==> config.mk <==
export PLATFORM = sky130hd
export DESIGN_NAME = axis_packet_source
export DESIGN_NICKNAME = d
export VERILOG_FILES = /design/src/rtl/axis_packet_source_pkg.sv /design/src/rtl/axis_packet_source.sv
export SDC_FILE = /design/constraint.sdc
export NUM_CORES = 1
export LEC_CHECK = 0
export ABC_AREA = 1
export CAP_MARGIN = 20
export CORE_MARGIN = 2
export CORE_UTILIZATION = 45
export DETAILED_ROUTE_END_ITERATION = 10
export GPL_ROUTABILITY_DRIVEN = 0
export PLACE_DENSITY = 0.65
export SETUP_SLACK_MARGIN = 0.05
export SYNTH_ARGS = -nofsm -noshare
export SYNTH_HDL_FRONTEND = slang
export SYNTH_SLANG_ARGS = --single-unit
==> constraint.sdc <==
create_clock -name clk -period 25.3 [get_ports clk]
set_input_delay 5.06 -clock clk [delete_from_list [all_inputs] [get_ports clk]]
set_output_delay 5.06 -clock clk [all_outputs]
set_load 0.02 [all_outputs]
==> src/rtl/axis_packet_source_pkg.sv <==
// Shared definitions for the AXI-Stream packet source: FSM states and payload layout.
package axis_packet_source_pkg;

    typedef enum logic [1:0] {
        IDLE = 2'd0,
        SEND = 2'd1,
        GAP  = 2'd2
    } state_e;

    localparam int unsigned SEQ_LSB   = 0;
    localparam int unsigned FRAME_LSB = 64;
    localparam int unsigned PKT_LSB   = 96;
    localparam int unsigned TAG_LSB   = 112;

    localparam int unsigned SEQ_W   = 64;
    localparam int unsigned FRAME_W = 32;
    localparam int unsigned PKT_W   = 16;
    localparam int unsigned TAG_W   = 16;

    localparam logic [TAG_W-1:0] PAYLOAD_TAG = 16'hC0DE;

endpackage

==> src/rtl/axis_packet_source.sv <==
// AXI-Stream traffic source: emits framed, packetised, self-describing beats under tready
// backpressure, with optional inter-packet gaps and per-run progress counters.
module axis_packet_source
    import axis_packet_source_pkg::*;
#(
    parameter int unsigned DW          = 128,
    parameter int unsigned PACKET_SIZE = 2,
    parameter int unsigned FRAME_SIZE  = 256,
    parameter int unsigned GAP_CYCLES  = 0
) (
    input  logic          clk,
    input  logic          reset,
    input  logic          start,
    input  logic          stop,
    input  logic [15:0]   frames_to_send,
    output logic          busy,
    output logic          done,
    output logic [63:0]   beat_count,
    output logic [31:0]   packet_count,
    output logic [DW-1:0] axis_out_tdata,
    output logic          axis_out_tvalid,
    output logic          axis_out_tlast,
    output logic          axis_out_tuser,
    input  logic          axis_out_tready
);

    localparam int unsigned BIP_W = (PACKET_SIZE > 1) ? $clog2(PACKET_SIZE) : 1;
    localparam int unsigned BIF_W = (FRAME_SIZE > 1) ? $clog2(FRAME_SIZE) : 1;
    localparam int unsigned GAP_W = (GAP_CYCLES > 1) ? $clog2(GAP_CYCLES) : 1;

    localparam logic [BIP_W-1:0] BIP_LAST = BIP_W'(PACKET_SIZE - 1);
    localparam logic [BIF_W-1:0] BIF_LAST = BIF_W'(FRAME_SIZE - 1);
    localparam logic [GAP_W-1:0] GAP_LAST = GAP_W'(GAP_CYCLES - 1);

    if ((PACKET_SIZE == 0) || ((FRAME_SIZE % PACKET_SIZE) != 0) || (DW < 128)) begin : g_param_check
        $error("axis_packet_source: FRAME_SIZE must be a multiple of PACKET_SIZE and DW >= 128");
    end

    state_e               state_q, state_d;
    logic [15:0]          frames_q, frames_d;
    logic [SEQ_W-1:0]     seq_q, seq_d;
    logic [FRAME_W-1:0]   frame_q, frame_d;
    logic [PKT_W-1:0]     pkt_q, pkt_d;
    logic [BIP_W-1:0]     bip_q, bip_d;
    logic [BIF_W-1:0]     bif_q, bif_d;
    logic [GAP_W-1:0]     gap_q, gap_d;
    logic                 stop_pend_q, stop_pend_d;
    logic                 busy_q, busy_d;
    logic                 done_q, done_d;
    logic [63:0]          beat_count_q, beat_count_d;
    logic [31:0]          packet_count_q, packet_count_d;
    logic [DW-1:0]        tdata_q, tdata_d;
    logic                 tvalid_q, tvalid_d;
    logic                 tlast_q, tlast_d;
    logic                 tuser_q, tuser_d;

    logic hs_c, pkt_end_c, frame_end_c, last_frame_c;

    // Position registers always describe the beat currently (or next) on the bus.
    always_comb begin
        state_d        = state_q;
        frames_d       = frames_q;
        seq_d          = seq_q;
        frame_d        = frame_q;
        pkt_d          = pkt_q;
        bip_d          = bip_q;
        bif_d          = bif_q;
        gap_d          = gap_q;
        stop_pend_d    = stop_pend_q;
        busy_d         = busy_q;
        done_d         = 1'b0;
        beat_count_d   = beat_count_q;
        packet_count_d = packet_count_q;

        hs_c         = tvalid_q && axis_out_tready;
        pkt_end_c    = (bip_q == BIP_LAST);
        frame_end_c  = pkt_end_c && (bif_q == BIF_LAST);
        last_frame_c = (frames_q != 16'd0) && ((frame_q + 32'd1) == {16'd0, frames_q});

        case (state_q)
            IDLE: begin
                // A start landing on the done pulse belongs to the finished run.
                if (start && !done_q) begin
                    state_d        = SEND;
                    frames_d       = frames_to_send;
                    seq_d          = '0;
                    frame_d        = '0;
                    pkt_d          = '0;
                    bip_d          = '0;
                    bif_d          = '0;
                    stop_pend_d    = 1'b0;
                    busy_d         = 1'b1;
                    beat_count_d   = '0;
                    packet_count_d = '0;
                end
            end
            SEND: begin
                if (hs_c) begin
                    seq_d        = seq_q + 64'd1;
                    beat_count_d = beat_count_q + 64'd1;
                    if (pkt_end_c) begin
                        bip_d          = '0;
                        packet_count_d = packet_count_q + 32'd1;
                        if (frame_end_c) begin
                            bif_d   = '0;
                            pkt_d   = '0;
                            frame_d = frame_q + 32'd1;
                        end else begin
                            bif_d = bif_q + BIF_W'(1);
                            pkt_d = pkt_q + 16'd1;
                        end
                        if (stop || (frame_end_c && last_frame_c)) begin
                            state_d = IDLE;
                            busy_d  = 1'b0;
                            done_d  = 1'b1;
                        end else if (GAP_CYCLES > 0) begin
                            state_d     = GAP;
                            gap_d       = '0;
                            stop_pend_d = 1'b0;
                        end
                    end else begin
                        bip_d = bip_q + BIP_W'(1);
                        bif_d = bif_q + BIF_W'(1);
                    end
                end
            end
            GAP: begin
                gap_d = gap_q + GAP_W'(1);
                if (stop) begin
                    stop_pend_d = 1'b1;
                end
                if (gap_q == GAP_LAST) begin
                    if (stop || stop_pend_q) begin
                        state_d = IDLE;
                        busy_d  = 1'b0;
                        done_d  = 1'b1;
                    end else begin
                        state_d = SEND;
                    end
                end
            end
            default: state_d = IDLE;
        endcase

        tvalid_d = (state_d == SEND);
        tlast_d  = (bip_d == BIP_LAST);
        tuser_d  = (bif_d == '0);
        tdata_d  = '0;
        tdata_d[SEQ_LSB   +: SEQ_W]   = seq_d;
        tdata_d[FRAME_LSB +: FRAME_W] = frame_d;
        tdata_d[PKT_LSB   +: PKT_W]   = pkt_d;
        tdata_d[TAG_LSB   +: TAG_W]   = PAYLOAD_TAG;
    end

    always_ff @(posedge clk or posedge reset) begin
        if (reset) begin
            state_q        <= IDLE;
            frames_q       <= '0;
            seq_q          <= '0;
            frame_q        <= '0;
            pkt_q          <= '0;
            bip_q          <= '0;
            bif_q          <= '0;
            gap_q          <= '0;
            stop_pend_q    <= 1'b0;
            busy_q         <= 1'b0;
            done_q         <= 1'b0;
            beat_count_q   <= '0;
            packet_count_q <= '0;
            tdata_q        <= '0;
            tvalid_q       <= 1'b0;
            tlast_q        <= 1'b0;
            tuser_q        <= 1'b0;
        end else begin
            state_q        <= state_d;
            frames_q       <= frames_d;
            seq_q          <= seq_d;
            frame_q        <= frame_d;
            pkt_q          <= pkt_d;
            bip_q          <= bip_d;
            bif_q          <= bif_d;
            gap_q          <= gap_d;
            stop_pend_q    <= stop_pend_d;
            busy_q         <= busy_d;
            done_q         <= done_d;
            beat_count_q   <= beat_count_d;
            packet_count_q <= packet_count_d;
            tdata_q        <= tdata_d;
            tvalid_q       <= tvalid_d;
            tlast_q        <= tlast_d;
            tuser_q        <= tuser_d;
        end
    end

    assign busy            = busy_q;
    assign done            = done_q;
    assign beat_count      = beat_count_q;
    assign packet_count    = packet_count_q;
    assign axis_out_tdata  = tdata_q;
    assign axis_out_tvalid = tvalid_q;
    assign axis_out_tlast  = tlast_q;
    assign axis_out_tuser  = tuser_q;

endmodule
* After elaboration in Yosys (flattened, before gate mapping)
Index checks and enable logic that the tools add are counted.
Operators by class: $add $sub $neg 8, div/mod/pow operators 0, $mul 0, reduce and logical (&&, ||, !) cells 19, bitwise logic cells 0, magnitude comparators 0, shift operators 0, equality and inequality tests 12, multiplexer cells 51
Operators by type and width (number):
- 2-to-1 mux 64 bit | 4
- case mux 64 bit (2 select lines) | 2
- 2-to-1 mux 32 bit | 7
- adder 64 x 1 -> 64 bit (second input constant) | 2
- case mux 32 bit (2 select lines) | 2
- adder 32 x 1 -> 32 bit (second input constant) | 2
- 2-to-1 mux 16 bit | 4
- equality test 32 x 16 -> 1 bit | 1
- 2-to-1 mux 8 bit | 4
- case mux 16 bit (2 select lines) | 1
- adder 16 x 1 -> 16 bit (second input constant) | 1
- 2-to-1 mux 1 bit | 16
- case mux 8 bit (2 select lines) | 1
- nonzero test 16 bit | 1
- inequality test 2 bit (second input constant) | 7
- 2-to-1 mux 2 bit | 5
- adder 8 x 1 -> 8 bit (second input constant) | 1
- equality test 8 bit (second input constant) | 1
- zero test 8 bit | 1
- AND reduction 7 bit | 1
- case mux 1 bit (2 select lines) | 3
- case mux 2 bit (3 select lines) | 1
- AND reduction 3 bit | 2
- logical AND 1 bit | 5
- other kinds (11) | 15
Word-level totals: ROM bits 0, input bits 21, memories 0, logic and storage cells 106, memory bits (writable) 0, output and inout port bits 229, register bits 354, bits in latches 0

* Depth between registers and ports, before layout
Gate-level depths: netlist of the first run.
depth after elaboration 10, depth in mapped cells 19, depth with buffers taken out 19

* Worst setup path after synthesis of the first run
No wires, ideal clock.
path kind input port to flip-flop, start in start, end reg packet_count_q[25] (netlist: packet_count[25]), arrival 6.447 ns, data required time 25.181 ns, setup time 0.119 ns, stages on the path 14, buffers on the path 0, path slack 18.734 ns, cell sequence inv_1 -> nor2_2 -> nor2_2 -> nor2_8 -> inv_2 -> nor2_4 -> nand3_2 -> nor3_2 -> nand3_1 -> nor2_1 -> nand3_1 -> nor2_1 -> a21oi_1 -> o21a_1
Between the ends: longest elaborated chain between the ends 3
RTL lines:
- from (decl) | RTL line axis_packet_source.sv:13 | input logic start,
- logical AND 1 bit | RTL line axis_packet_source.sv:83 | if (start && !done_q) begin
- inequality test 2 bit (no line)
- AND reduction 4 bit (no line)
- to (signal assigned) | RTL line axis_packet_source.sv:187 | packet_count_q <= packet_count_d;
- to (decl) | RTL line axis_packet_source.sv:51 | logic [31:0] packet_count_q, packet_count_d;
No other way between the ends. A chain may end at the register's enable or synchronous reset.

* Worst setup path after layout of the first run
Same ends and word-level chain as after synthesis.

==> impl_metrics.py, run 1 <==
metrics = {
    "synthesis": {
        "ys_top_cells_by_area": "dfrtp_1 (41%), nand2_1 (13%), inv_1 (7.2%)",
        "synthFlopType": "dfrtp_1",
        "syn_avg_cell_area_sq_um": 7.090,
        "synth_area_sq_um": 14950,
        "synth-edff-count": 0,
        "synth.most_common_cell": "nand2_1",
        "syn-instance-count": 2108,
        "yosys-top-cells-count": "nand2_1 (512), inv_1 (287), nor2_1 (254)",
        "synth_top_area_share": 0.4052,
        "yosysSeqAreaShare": 0.4052,
        "yosysTopAreaCell": "dfrtp_1",
        "ys_types": 62,
        "synth-async-reset-ratio": 1.000,
        "synth-seq-cells": 242,
        "yosys_warnings": 0,
    },
    "critical_path": {
        "crit_type": "in -> reg",
        "end_kind": "register",
        "cp.arrival_ps": 8310,
        "worst_path_max_delay_cell": "nor2_8",
        "required_ps": 25740,
        "crit_fanout": 34,
        "path_cells": "clkdlybuf4s50_1, inv_1, nor2_2, nor2_2, nor2_8, inv_2, nor2_4, nand3_2, nor3_2, nand3_1, nor2_1, nand3_1, nor2_1, a21oi_1, o21a_1",
        "slowest_delay_ps": 520,
        "critPathLaunchType": "primary input",
    },
    "timing": {
        "fin_crit_ps": 7877,
        "fmax_ghz": 0.1270,
        "slew_headroom": 0.3535,
        "slew_viol_final": 0,
        "setup-tns-final_ps": 0,
        "final-hold-violation-count": 0,
        "setup-violations-final": 0,
        "rsz0062_at_grt": "false",
        "clock_skew_ps": 12.62,
        "tightest_slew_ps": 969.8,
        "period_share": 0.3113,
    },
    "clock_tree": {
        "htreeDepth": 1,
        "clockRootBuffer": "clkbuf_16",
        "hold_buffers": 0,
        "cts_buffers": 29,
        "ctsResizeCount": 0,
        "cts_tree": "built",
        "clock_latency_ps": 550,
        "cts.path.max_buffers": 3,
        "path_clk_slew_ps": 60,
        "cts_sinks": 242,
        "cts_setup_buffers": 0,
    },
    "floorplanning": {
        "initial_utilization": 0.4582,
        "row_count": 66,
        "fp.dieH_um": 186.2,
        "io_pins": 250,
        "die_x_um": 186.2,
        "fp.dieArea_sq_um": 34690,
        "coreArea_sq_um": 32620,
    },
    "grt": {
        "antenna_found_initial": 0,
        "use_met2": 0.4180,
        "grt_pass1_vias": 14182,
        "grt_pass1_wl_mm": 74.42,
        "grt_util_all_layers": 0.2685,
        "grt_max_degree": 114,
        "grt-busiest-layer": "met2",
        "grtUsageMet1": 0.3935,
        "use_met3": 0.04030,
        "grt-ovfl-total": 0,
    },
    "routing": {
        "antenna_left": 0,
        "num_vias": 15286,
        "vias_per_cell": 5.465,
        "drc": 0,
        "drt_iter0_drc": 1277,
        "wl_per_cell_um": 16.78,
        "drt_pass1_iterations": 6,
        "routed_wl_mm": 46.94,
    },
    "placed_design": {
        "place.detailed.hpwl_mm": 34.27,
        "port_buffers": 241,
        "post_dp_cell_area_sq_um": 17720,
    },
    "layout": {
        "nets": 2366,
        "drive_gt1_frac": 0.05350,
        "n_antenna_cell": 0,
        "final_area_sq_um": 18620,
        "areaGrowthSynthToFinish_pct": 24.58,
    },
    "power": {
        "p_leak_nw": 7.699,
        "finalPower_mw": 1.310,
        "powerDensity_nw_per_um2": 70.38,
        "peakVddDrop_v": 0.00006858,
    },
    "run_status": {
        "run_status": "completed",
    },
    "flow_run": {
        "maxCapViolCount": 0,
    },
    "worst_hold_path": {
        "hold_path_class": "reg -> reg",
    },
}
metal layers:
| metal | vias to the layer above | wire [um] |
|---|---|---|
| met3 | 69 | 3670 |
| li1 | 7396 | - |
| met5 | - | 0 |
| met1 | 7160 | 21300 |
| met2 | 661 | 20970 |
| met4 | 0 | 993 |
layout by cell type (no fill, tap or decap), types with 10 or more instances in the layout:
cell             netlist  routed
nor2_4                11      12
nor2_1               254     252
nor3_2                12      12
nand3_1              122     122
clkdlybuf4s50_1        0     241
dfrtp_1              242     242
nand4_1               43      43
a31oi_1               10      10
nand2_1              512     512
xor2_1                22      22
inv_1                287     286
o21ai_0              138     138
o31ai_1               11      11
o22ai_1               29      29
a21oi_1               99      99
nor2_2                13      14
clkbuf_16              0      29
nor3_1                69      69
nor4_1                23      23
cell families after synthesis:
logic type | synth area share
fa+ha+maj | 0.008372
other cells | 0.0005025
xor+xnor | 0.01850
buf+inv | 0.09460
compound gates | 0.1381
simple gates | 0.3347
flops | 0.4052
report_power, final:
group | internal (mW) | total [mW] | switching [mW] | leakage [nW]
clock | 0.232 | 0.398 | 0.166 | 0.451
sequential | 0.435 | 0.497 | 0.0626 | 3.32
combinational | 0.132 | 0.415 | 0.283 | 3.93
cell type report:
class / count / area (sq um)
clock inverters: 7 / 35.03
clock buffers: 44 / 862.1
repair buffers: 248 / 2465
fillers: 3038 / 14000
inverters: 300 / 1134
well taps: 442 / 553.0
flip-flops and latches: 242 / 6056
multi-input cells: 1514 / 7515
per-stage QoR:
stage                     hold WS (ps)    util  instances  setup slack, ps
after floorplan                  449.1       -       2115            13600
after global placement           466.4  0.5433       2746            17000
after detailed placement         468.1  0.5433       2746            16900
after CTS                        481.4  0.5708       2797            17460
after global routing             492.1  0.5708       2797            17140
final                            478.6  0.5708       2797            17420
worst max-delay path, delay by kind of cell:
kind | cells | cell delay, ps
AO/OA/AOI/OAI | 2 | 210
buffers and inverters | 3 | 950
AND/OR/NAND/NOR | 10 | 2050
worst paths after layout:
path,startpoint,to,slack (ps),depth (start not counted)
max,start,packet_count[25],17420,15
min,gap_q,gap_q,480,2
max reg2reg,state_q[0],packet_count[25],21640,15
min reg2reg,gap_q,gap_q,480,2
max in group asynchronous,reset,async pin,18670,3
min in group asynchronous,reset,packet_count[14],5050,2
Power figures use the tool's default switching activity.
==> run 2: changes to the inputs <==
==> constraint.sdc (replaced) <==
create_clock -name clk -period 7.55 [get_ports clk]
set_input_delay 1.51 -clock clk [delete_from_list [all_inputs] [get_ports clk]]
set_output_delay 1.51 -clock clk [all_outputs]
set_load 0.02 [all_outputs]
==> run 2 against run 1 <==
Setup slack worse by 14000 ps. Global-route usage up 0.22 points. Clock skew up 3.7 ps. Utilization up 0.29 points. Largest cell class unchanged. Total power rose to 3.4 times the previous value. Count of clock-buffer cells in the layout down 9. Critical path depth unchanged. Final cell count about the same.
==> impl_metrics.py, run 2 (synthesized netlist as in run 1, its figures left out) <==
metrics = {
    "timing": {
        "tightest_slew_ps": 962.8,
        "clock_skew_ps": 16.32,
        "fin_crit_ps": 4297,
        "setup-violations-final": 0,
        "setup-tns-final_ps": 0,
        "final-hold-violation-count": 0,
        "slew_viol_final": 0,
        "slew_headroom": 0.3581,
        "fmax_ghz": 0.2327,
        "rsz0062_at_grt": "false",
        "period_share": 0.5691,
        "whs_ps": 477.3,
    },
    "power": {
        "powerDensity_nw_per_um2": 241.0,
        "p_leak_nw": 7.742,
        "peakVddDrop_v": 0.0001836,
    },
    "grt": {
        "grt_pass1_vias": 14376,
        "grt_max_degree": 146,
        "grt_pass1_wl_mm": 75.22,
        "grt-ovfl-total": 0,
        "antenna_found_initial": 0,
        "grt_util_all_layers": 0.2707,
    },
    "floorplanning": {
        "row_count": 66,
        "fp.dieArea_sq_um": 34690,
        "die_x_um": 186.2,
        "fp.dieH_um": 186.2,
        "initial_utilization": 0.4582,
        "io_pins": 250,
        "coreArea_sq_um": 32620,
    },
    "routing": {
        "wl_per_cell_um": 16.96,
        "drt_pass1_iterations": 5,
        "num_vias": 15332,
        "antenna_left": 0,
        "drt_iter0_drc": 1326,
        "vias_per_cell": 5.478,
        "drc": 0,
        "routed_wl_mm": 47.47,
    },
    "run_status": {
        "run_status": "completed",
    },
    "clock_tree": {
        "cts.path.max_buffers": 3,
        "clock_latency_ps": 570,
        "path_clk_slew_ps": 60,
        "ctsResizeCount": 0,
        "cts_setup_buffers": 0,
        "hold_buffers": 0,
        "cts_tree": "built",
        "cts_sinks": 242,
        "cts_buffers": 29,
        "clockRootBuffer": "clkbuf_16",
        "htreeDepth": 1,
    },
    "placed_design": {
        "place.detailed.hpwl_mm": 34.30,
        "port_buffers": 241,
    },
    "layout": {
        "layout_common_cells": "nand2_1 (512), inv_1 (286), nor2_1 (252)",
        "drive_gt1_frac": 0.05728,
        "final_util": 0.5737,
        "n_antenna_cell": 0,
        "final_common_cell": "nand2_1",
        "areaGrowthSynthToFinish_pct": 25.21,
        "nets": 2366,
    },
    "critical_path": {
        "required_ps": 8000,
        "crit_type": "in -> reg",
        "crit_fanout": 34,
        "cp.arrival_ps": 4750,
        "slowest_delay_ps": 510,
        "critPathLaunchType": "primary input",
        "end_kind": "register",
        "r2r_setup_slack_ps": 3890,
        "path_cells": "clkdlybuf4s50_1, inv_1, nor2_2, nor2_2, nor2_8, inv_2, nor2_4, nand3_2, nor3_2, nand3_1, nor2_1, nand3_1, nor2_1, a21oi_1, o21a_1",
        "worst_path_max_delay_cell": "nor2_8",
    },
    "worst_hold_path": {
        "hold_path_class": "reg -> reg",
    },
    "flow_run": {
        "maxCapViolCount": 0,
    },
}
==> run 2: cell types whose count changed in the layout (fill, tap and decap cells not counted), moves of 2 or more <==
cell / change
bufinv_16: +3
clkbuf_8: -2
clkinv_2: +5
clkbuf_1: -7
clkinvlp_4: +3
==> run 2: where the power goes <==
group          internal (mW)  switching, mW  total [mW]
Sequential              1.46          0.214        1.67
Clock                  0.860          0.583        1.44
Combinational          0.444          0.953        1.40
==> run 2: path summary, 6_finish.rpt <==
check,to,startpoint,depth (start not counted)
max,packet_count[25],start,15
min,gap_q,gap_q,2
max reg2reg,packet_count[25],state_q[0],15
min reg2reg,gap_q,gap_q,2
max in group asynchronous,beat_count[52],reset,3
min in group asynchronous,async pin,reset,2
==> run 2: per-layer routing <==
| layer | vias to the layer above | global-route usage | wire [um] |
|---|---|---|---|
| li1 | 7396 | - | - |
| met1 | 7260 | 0.3885 | 21750 |
| met2 | 588 | 0.4244 | 21120 |
| met3 | 88 | 0.03875 | 3312 |
| met4 | 0 | 0.08220 | 1281 |
| met5 | - | 0 | 0 |
==> run 2: per-stage QoR <==
step | power, mW | setup WS (ps) | instances | area, sq um
after CTS | 4.536 | 3297 | 2799 | 18710
after global placement | 3.053 | 2807 | 2746 | 17730
after detailed placement | 3.075 | 2706 | 2746 | 17730
after global routing | 4.749 | 2972 | 2799 | 18710
after floorplan | 2.507 | 2864 | 2115 | 14980
final | 4.510 | 3253 | 2799 | 18710
==> run 2: layout make-up <==
class,instances,area [sq um]
fillers,3072,13910
flip-flops and latches,242,6056
multi-input cells,1514,7515
clock buffers,35,808.3
repair buffers,248,2477
clock inverters,18,173.9
inverters,300,1130
well taps,442,553.0
==> run 2: worst max-delay path, delay by kind of cell <==
kind                   cells  cell delay [ps]
AOI/OAI and AO/OA          2              210
buffers and inverters      3              950
and+or+nand+nor           10             2060
==> run 3: changes to the inputs <==
==> constraint.sdc (replaced) <==
create_clock -name clk -period 4.2 [get_ports clk]
set_input_delay 0.84 -clock clk [delete_from_list [all_inputs] [get_ports clk]]
set_output_delay 0.84 -clock clk [all_outputs]
set_load 0.02 [all_outputs]
==> run 3 against run 2 <==
First-iteration DRC count increased by 4.1%. Die area unchanged. Register-to-register slack got worse by 3000 ps. Critical endpoint is now beat_count[59]. Non-clock buffer count rose by 10. Sequential share of layout area decreased by 0.36 points.
==> impl_metrics.py, run 3 (synthesized netlist as in run 1, its figures left out) <==
metrics = {
    "critical_path": {
        "slowest_delay_ps": 580,
        "critPathLaunchType": "register",
        "crit_top_cell": "nand2_1",
        "end_kind": "register",
        "path_cells": "inv_1, ha_2, nor2_4, nor2_8, nand2_4, inv_2, nand2_1, inv_2, nand3_1, inv_1, nand2_1, inv_1, nand2_1, inv_2, nand2_1, clkinv_1, o21ai_1, a21oi_1",
        "cp.arrival_ps": 3740,
        "reg2reg_to": "beat_count[59]",
        "crit_type": "reg -> reg",
        "r2r.worst_path.cells": 18,
        "worst_path_max_delay_cell": "ha_2",
        "r2r_setup_slack_ps": 940,
        "required_ps": 4670,
        "crit_fanout": 26,
        "timing.rr.start": "state_q[1]",
    },
    "clock_tree": {
        "hold_buffers": 0,
        "cts.path.max_buffers": 3,
        "ctsResizeCount": 0,
        "clock_latency_ps": 550,
        "path_clk_slew_ps": 60,
        "htreeDepth": 1,
        "cts_buffers": 29,
        "cts_setup_buffers": 0,
        "cts_sinks": 242,
        "cts_tree": "built",
        "clockRootBuffer": "clkbuf_16",
    },
    "layout": {
        "final_area_sq_um": 18920,
        "areaGrowthSynthToFinish_pct": 26.61,
        "final_common_cell": "nand2_1",
        "drive_gt1_frac": 0.06084,
        "layout_common_cells": "nand2_1 (512), inv_1 (286), nor2_1 (252)",
        "final_util": 0.5801,
        "nets": 2376,
        "n_antenna_cell": 0,
        "fillers": 3071,
    },
    "floorplanning": {
        "fp.dieH_um": 186.2,
        "die_x_um": 186.2,
        "initial_utilization": 0.4582,
        "fp.dieArea_sq_um": 34690,
        "io_pins": 250,
        "row_count": 66,
        "coreArea_sq_um": 32620,
    },
    "timing": {
        "setup-violations-final": 0,
        "setup-tns-final_ps": 0,
        "period_share": 0.7773,
        "clock_skew_ps": 14.91,
        "slew_headroom": 0.4654,
        "final-hold-violation-count": 0,
        "fmax_ghz": 0.3063,
        "rsz0062_at_grt": "false",
        "tightest_slew_ps": 800.2,
        "fin_crit_ps": 3265,
        "slew_viol_final": 0,
    },
    "worst_hold_path": {
        "min_path_cells": 2,
        "hold_path_class": "reg -> reg",
        "hp-start": "gap_q",
        "holdPathEnd": "gap_q",
    },
    "grt": {
        "grt_max_degree": 85,
        "grt_pass1_vias": 14546,
        "antenna_found_initial": 0,
        "grt_util_all_layers": 0.2749,
        "grt-ovfl-total": 0,
        "grt_pass1_wl_mm": 76.39,
    },
    "run_status": {
        "run_status": "completed",
    },
    "routing": {
        "num_vias": 15279,
        "drc": 0,
        "drt_iter0_drc": 1381,
        "vias_per_cell": 5.439,
        "drt_pass1_iterations": 5,
        "antenna_left": 0,
        "routed_wl_mm": 47.64,
        "wl_per_cell_um": 16.96,
    },
    "placed_design": {
        "port_buffers": 241,
        "place.detailed.hpwl_mm": 34.68,
        "post_dp_cell_area_sq_um": 17820,
    },
    "power": {
        "p_leak_nw": 7.843,
        "powerDensity_nw_per_um2": 448.8,
        "peakVddDrop_v": 0.0003936,
    },
    "flow_run": {
        "maxCapViolCount": 0,
    },
}
-- run 3: metrics by stage --
| stage | hold WS (ps) | cells | setup WS (ps) | power (mW) |
|---|---|---|---|---|
| 2_1_floorplan | 449.1 | 2115 | 184.2 | 4.506 |
| 3_3_place_gp | 465.3 | 2756 | 676.0 | 5.558 |
| 3_5_place_dp | 469.5 | 2756 | 575.2 | 5.598 |
| 4_1_cts | 489.9 | 2809 | 945.1 | 8.517 |
| 5_1_grt | 504.4 | 2809 | 641.6 | 8.921 |
| 6_report | 498.4 | 2809 | 935.4 | 8.493 |
-- run 3: layer usage --
layer | wire length [um] | GRT usage | vias up
met2 | 21370 | 0.4349 | 593
met4 | 937 | 0.07055 | 0
li1 | - | - | 7403
met3 | 3612 | 0.03524 | 65
met5 | 0 | 0 | -
met1 | 21720 | 0.3992 | 7218
-- run 3: worst max path at each step --
stage	from	endpoint	slack, ps
detailed placement	axis_out_tready	register	580
global route	state_q[1]	beat_count[59]	640
global placement	axis_out_tready	register	680
floorplan	reset	async pin	180
CTS	state_q[1]	register	950
finish	state_q[1]	beat_count[59]	940
-- run 3: critical path, delay by kind of cell (launching register included) --
| family | cells | cell delay [ps] |
|---|---|---|
| AND/OR/NAND/NOR | 8 | 1180 |
| AO/OA/AOI/OAI | 2 | 190 |
| adder cells (fa/ha/maj) | 1 | 580 |
| buffers and inverters | 7 | 810 |
| flip-flops | 1 | 400 |
-- run 3: layout make-up --
type / count / area [sq um] / area share
Multi-Input combinational cell: 1514 / 7515 / 0.3971
Sequential cell: 242 / 6056 / 0.3200
Timing Repair Buffer: 258 / 2565 / 0.1355
Inverter: 300 / 1130 / 0.05971
Clock buffer: 33 / 770.7 / 0.04073
Tap cell: 442 / 553.0 / 0.02923
Clock inverter: 20 / 334.1 / 0.01765
-- run 3: power by group --
group	switching [mW]	internal, mW	leakage, nW
clock	1.05	1.86	0.543
sequential	0.396	2.62	3.32
combinational	1.72	0.851	3.98
total	3.16	5.33	7.84
